`src/rtl/filt_ppd_mc.sv`:
```
// Multi-channel polyphase FIR decimator with one serial MAC.
// TDM samples go into per-channel circular delay lines. When a channel's
// phase counter wraps, one L-cycle MAC pass computes that channel's output.
// Coefficients are held in a register file that can be rewritten at runtime.
module filt_ppd_mc #(
  parameter int gp_idata_width    = 16,
  parameter int gp_coeff_width    = 16,
  parameter int gp_coeff_length   = 32,
  parameter int gp_max_decimation = 8,
  parameter int gp_channels       = 2,
  parameter logic [gp_coeff_length*gp_coeff_width-1:0] gp_coeff_init = '0,
  parameter int gp_odata_width    = gp_idata_width + gp_coeff_width + $clog2(gp_coeff_length)
) (
  input  logic                                        i_clk,
  input  logic                                        i_rst,
  input  logic                                        i_ena,
  input  logic [$clog2(gp_max_decimation+1)-1:0]      i_dec,
  input  logic                                        i_dec_ld,
  input  logic                                        i_valid,
  output logic                                        o_ready,
  input  logic signed [gp_idata_width-1:0]            i_data,
  input  logic                                        i_coeff_we,
  input  logic [$clog2(gp_coeff_length)-1:0]          i_coeff_addr,
  input  logic signed [gp_coeff_width-1:0]            i_coeff_data,
  output logic                                        o_valid,
  output logic [((gp_channels > 1) ? $clog2(gp_channels) : 1)-1:0] o_chan,
  output logic signed [gp_odata_width-1:0]            o_data,
  output logic                                        o_cerr
);

  localparam int W   = gp_idata_width;
  localparam int CW  = gp_coeff_width;
  localparam int L   = gp_coeff_length;
  localparam int C   = gp_channels;
  localparam int OW  = gp_odata_width;
  localparam int PW  = W + CW;
  localparam int AW  = $clog2(L);
  localparam int DW  = $clog2(gp_max_decimation + 1);
  localparam int CHW = (C > 1) ? $clog2(C) : 1;

  typedef enum logic [1:0] {ST_IDLE, ST_MAC, ST_DONE} state_t;

  // Decimation factor as loaded: 0 means 1, anything above the maximum clamps.
  function automatic logic [DW-1:0] clamp_dec(input logic [DW-1:0] d);
    if (d == '0) return DW'(1);
    if (d > DW'(gp_max_decimation)) return DW'(gp_max_decimation);
    return d;
  endfunction

  // Circular increment of a delay-line pointer over a depth of L.
  function automatic logic [AW-1:0] ptr_inc(input logic [AW-1:0] p);
    if (p == AW'(L - 1)) return '0;
    return p + AW'(1);
  endfunction

  // Channel counter increment modulo C.
  function automatic logic [CHW-1:0] chan_inc(input logic [CHW-1:0] c);
    if (c == CHW'(C - 1)) return '0;
    return c + CHW'(1);
  endfunction

  // Delay-line address of x[n-k] given the slot of x[n], modulo L.
  function automatic logic [AW-1:0] tap_addr(input logic [AW-1:0] base, input logic [AW-1:0] k);
    logic [AW:0] s;
    if (base >= k) s = {1'b0, base} - {1'b0, k};
    else           s = {1'b0, base} + (AW+1)'(L) - {1'b0, k};
    return s[AW-1:0];
  endfunction

  logic signed [W-1:0]  dline_q [C][L];
  logic [AW-1:0]        wptr_q  [C];
  logic [DW-1:0]        phase_q [C];
  logic [CHW-1:0]       chan_q;
  logic [DW-1:0]        dec_q;
  logic signed [CW-1:0] coef_q  [L];
  logic                 cerr_q;

  state_t               state_q, state_d;
  logic [AW-1:0]        tap_q;
  logic [AW-1:0]        base_q;
  logic [CHW-1:0]       mch_q;
  logic signed [OW-1:0] acc_q, acc_d;
  logic                 o_valid_q;
  logic [CHW-1:0]       o_chan_q;
  logic signed [OW-1:0] o_data_q;

  logic                 accept;
  logic                 dec_load;
  logic                 trig;
  logic                 last_tap;
  logic [DW-1:0]        dec_m1;
  logic [AW-1:0]        rd_addr;
  logic signed [W-1:0]  mac_x;
  logic signed [CW-1:0] mac_h;
  logic signed [PW-1:0] prod;

  assign o_ready  = (state_q == ST_IDLE) & i_ena & ~i_rst;
  assign accept   = i_valid & o_ready;
  assign dec_load = i_dec_ld & i_ena & (state_q == ST_IDLE);
  assign dec_m1   = dec_q - DW'(1);
  assign trig     = accept & ~i_dec_ld & (phase_q[chan_q] == dec_m1);
  assign last_tap = (tap_q == AW'(L - 1));

  assign rd_addr  = tap_addr(base_q, tap_q);
  assign mac_x    = dline_q[mch_q][rd_addr];
  assign mac_h    = coef_q[tap_q];
  assign prod     = PW'(mac_x) * PW'(mac_h);
  assign acc_d    = acc_q + OW'(prod);

  // Next-state logic: one MAC pass per trigger, then a single DONE cycle.
  always_comb begin
    state_d = state_q;
    case (state_q)
      ST_IDLE: if (trig) state_d = ST_MAC;
      ST_MAC:  if (last_tap) state_d = ST_DONE;
      ST_DONE: state_d = ST_IDLE;
      default: state_d = ST_IDLE;
    endcase
  end

  // FSM state register; i_ena low freezes it.
  always_ff @(posedge i_clk) begin
    if (i_rst)      state_q <= ST_IDLE;
    else if (i_ena) state_q <= state_d;
  end

  // Sample intake: delay-line writes, write pointers, channel and phase counters, M.
  always_ff @(posedge i_clk) begin
    if (i_rst) begin
      for (int c = 0; c < C; c++) begin
        wptr_q[c]  <= '0;
        phase_q[c] <= '0;
        for (int k = 0; k < L; k++) dline_q[c][k] <= '0;
      end
      chan_q <= '0;
      dec_q  <= DW'(1);
    end else begin
      if (accept) begin
        dline_q[chan_q][wptr_q[chan_q]] <= i_data;
        wptr_q[chan_q]                  <= ptr_inc(wptr_q[chan_q]);
      end
      if (dec_load) begin
        dec_q  <= clamp_dec(i_dec);
        chan_q <= '0;
        for (int c = 0; c < C; c++) phase_q[c] <= '0;
      end else if (accept) begin
        chan_q          <= chan_inc(chan_q);
        phase_q[chan_q] <= (phase_q[chan_q] == dec_m1) ? '0 : phase_q[chan_q] + DW'(1);
      end
    end
  end

  // Coefficient register file; writes outside IDLE are dropped and flagged.
  always_ff @(posedge i_clk) begin
    if (i_rst) begin
      for (int k = 0; k < L; k++) coef_q[k] <= gp_coeff_init[k*CW +: CW];
      cerr_q <= 1'b0;
    end else if (i_ena && i_coeff_we) begin
      if (state_q == ST_IDLE) coef_q[i_coeff_addr] <= i_coeff_data;
      else                    cerr_q <= 1'b1;
    end
  end

  // Serial MAC and output registers; the result lands as the FSM enters DONE,
  // so o_valid is high exactly for the DONE cycle.
  always_ff @(posedge i_clk) begin
    if (i_rst) begin
      tap_q     <= '0;
      base_q    <= '0;
      mch_q     <= '0;
      acc_q     <= '0;
      o_valid_q <= 1'b0;
      o_chan_q  <= '0;
      o_data_q  <= '0;
    end else if (i_ena) begin
      case (state_q)
        ST_IDLE: begin
          if (trig) begin
            mch_q  <= chan_q;
            base_q <= wptr_q[chan_q];
            tap_q  <= '0;
            acc_q  <= '0;
          end
        end
        ST_MAC: begin
          acc_q <= acc_d;
          tap_q <= tap_q + AW'(1);
          if (last_tap) begin
            o_data_q  <= acc_d;
            o_chan_q  <= mch_q;
            o_valid_q <= 1'b1;
          end
        end
        ST_DONE: o_valid_q <= 1'b0;
        default: o_valid_q <= 1'b0;
      endcase
    end
  end

  assign o_valid = o_valid_q;
  assign o_chan  = o_chan_q;
  assign o_data  = o_data_q;
  assign o_cerr  = cerr_q;

endmodule

```
`config.mk`:
```
export PLATFORM = sky130hd
export DESIGN_NAME = filt_ppd_mc
export DESIGN_NICKNAME = d
export VERILOG_FILES = /design/src/rtl/filt_ppd_mc.sv
export SDC_FILE = /design/constraint.sdc
export NUM_CORES = 2
export LEC_CHECK = 0
export ABC_AREA = 1
export ABC_CLOCK_PERIOD_IN_PS = 23600
export CORE_AREA = 5 5 397 438
export DETAILED_ROUTE_END_ITERATION = 10
export DIE_AREA = 0 0 402 443
export PLACE_DENSITY_LB_ADDON = 0.25
export SYNTH_ARGS = -nofsm -noshare
export SYNTH_HDL_FRONTEND = slang
export SYNTH_SLANG_ARGS = --single-unit
```
`constraint.sdc`:
```
create_clock -name i_clk -period 23.6 [get_ports i_clk]
set_input_delay 4.72 -clock i_clk [delete_from_list [all_inputs] [get_ports i_clk]]
set_output_delay 4.72 -clock i_clk [all_outputs]
set_load 0.01 [all_outputs]
```
==> impl_metrics.toml <==
[status]
run_status = "finished, final reports clean"

[clocking]
cts_tree = "built"
cts_setup_buffers = 0
cts-root-buf = "clkbuf_16"
cts_resized = 0
clockBufferDepth = 3
numCtsBuffers = 168
clock-sinks = 1656
path_clk_slew_ps = 60
clkLatencyLatePin_ps = 860
htreeDepth = 4
holdBufCountCts = 0

[timing]
max_freq_mhz = 91.1
skew_ps = 75.7
rsz0062_at_grt = "no"
finalHoldViolations = 0
fin_crit_ps = 10980
timing.slew.headroom_pct = 1.87
fin_crit_sh_pct = 46.5
worst_pin_slew_ps = 1470
fin_tns_setup_ps = 0
finalSetupViolCount = 0
maxSlewViolCount = 0

[routing]
first_pass_iters = 6
wire_per_inst_um = 24.2
wirelength_um = 248000
vias_per_cell = 5.93
via_count = 60800
drc_errors = 0
drtIter0Drc = 7355
ant_nets = 0

[die]
dieArea_um2 = 178000
io_pins = 88
core-area_um2 = 169000
rows = 159
die_h_um = 443
die_x_um = 402
initial_core_util_pct = 49.4

[synthesis]
synth_top_area_share_pct = 55.7
syn_area_per_cell_um2 = 10.4
synthArstFlopShare_pct = 0
synth_xor_area_share_pct = 0.366
yosysSeqAreaShare_pct = 58.2
syn_area_um2 = 83700
synth_cell_type_count = 62
synth_mux_area_share_pct = 0
synth_nets = 8514
yosysTopAreaCell = "edfxtp_1"
synth_seq_cells = 1656
synthCells = 8026
synth-compound-area-share_pct = 9.73
synth_top_family_by_area = "simple AND/OR/NAND/NOR gates"
ys.flop_type = "edfxtp_1"
synthTopCellsByCount = "nor2_1 (1831), edfxtp_1 (1554), nand2_1 (1151)"
synthAdderAreaFrac_pct = 9.46
synth_edf_count = 1554
synth.most_common_cell = "nor2_1"
synthTopCellsByArea = "edfxtp_1 (56%), nor2_1 (8.2%), fa_1 (7.7%)"
ys_warn_count = 0
synth-simple-area-share_pct = 16.6

[placed_design]
place_hpwl_um = 149000
port_buffers = 87
gp_congestion = 0.941
dpl.cell_count = 9954

[global_routing]
grt_pass1_vias = 58800
grt_first_pass_wirelength_um = 370000
grt_usage_pct = 27.2
antenna_found_initial = 1
grt.overflow.total = 0
grt_max_degree = 176

[worst_setup_path]
cp_max_fo = 72
cp_cell_sequence = "buf_2, buf_4, inv_4, nand2_2, inv_1, clkdlybuf4s50_1"
path_class = "in2out"
worst_ep_required_time_ps = 18880
max_stage_delay_ps = 610
cp-end-kind = "output port"
start_kind = "input pin"
slowest_stage = "buf_4"
crit_arrival_ps = 6260

[cells_and_area]
fin_cells = 10300
num-fill-cells = 14700
fin_nets = 8358
drive_gt1_share_pct = 6.49
area_delta_synth_final_pct = 9.42

[pwr]
p_clk_share_pct = 22.2
p_leak_nw = 36.1
irDropWorstVdd_mv = 0.223
p_comb_share_pct = 47.9
p_seq_share_pct = 29.9
power_switching_w = 0.00501
p_per_area_nw_per_um2 = 128
p_int_w = 0.00675
power.share.switching_pct = 42.6

[flow_run]
timing.max_cap.violations = 0

[worst_hold_path]
hp-class = "reg2reg"
## worst paths after layout
check	from	to	slack, ps	cells after the start
setup / recovery	i_rst	o_ready	12620	6
hold / removal	base_q[3]	base_q[3]	460	2
setup reg to reg	flop	o_data[36]	12660	36
hold reg to reg	base_q[3]	base_q[3]	460	2
## registers in the layout, summed over array words and instances, names as in the netlist, 2 cells and up, named ones only
name / flops
o_data: 37
wptr_q: 10
coef_q: 512
acc_q: 37
dec_q: 4
base_q: 5
phase_q: 8
tap_q: 5
state_q: 2
dline_q: 1024
## critical path, delay by kind of cell
family        cells  cell delay (ps)
buf+inv           5             1300
simple gates      1              160
## power groups by stage
stage	Clock, W	Sequential [W]	Combinational, W
finish	0.00261	0.00351	0.00563
global route	0.00275	0.00353	0.00638
CTS	0.00262	0.00351	0.00557
detailed placement	0	0.00358	0.00554
global placement	0	0.00357	0.00552
floorplan	0	0.00356	0.00395
## cell usage in the layout, fill, tap and decap left out, types with 30 or more instances in the layout
master and n:
clkinv_1 48, edfxtp_1 1554, nand3_1 289, nor2_1 1813, a221o_1 76, ha_1 120
o21ai_0 460, dfxtp_1 98, buf_4 138, clkdlybuf4s50_1 86, fa_1 319, inv_2 30
inv_1 559, o221ai_1 46, clkbuf_16 169, a21oi_1 352, nor3_1 35, o211ai_1 93
o22ai_1 135, clkbuf_1 45, a32o_1 48, nand2_1 1151
## per-layer routing
layer	wire length [um]	track usage (%)
met5	0	0
met4	10700	11.1
met3	25200	4.95
met2	112000	41.8
met1	100000	38.6
## logic make-up after synthesis
| kind of cell | count (synthesis) |
|---|---|
| adder cells (fa/ha/maj) | 441 |
| XOR/XNOR | 35 |
| AO/OA/AOI/OAI | 1320 |
| buffers and inverters | 1163 |
| flip-flops | 1656 |
| AND/OR/NAND/NOR | 3411 |
## final cells by class
type                       count  area (um2)  share of cell area, %
sequential                  1656       48700                   53.2
multi-input combinational   5207       30400                   33.2
clock inverter                87         905                  0.987
tap                         2254        2820                   3.08
antenna                        2        5.00                0.00546
clock buffer                 215        4410                   4.82
inverter                     608        2320                   2.53
timing repair buffer         229        1980                   2.16
## stage by stage
stage / area (um2) / power, W / hold WS [ps] / setup slack, ps / utilization, %
final: 91600 / 0.0118 / 457 / 12620 / 54.0
after global routing: 91600 / 0.0127 / 482 / 12240 / 54.0
after CTS: 91600 / 0.0117 / 459 / 12630 / 54.0
after detailed placement: 86300 / 0.00912 / 451 / 12630 / 50.9
after global placement: 86300 / 0.00909 / 445 / 12620 / 50.9
after floorplan: 83700 / 0.00751 / 428 / 13680 / -
Note: power is estimated with default switching activity, not from simulation.
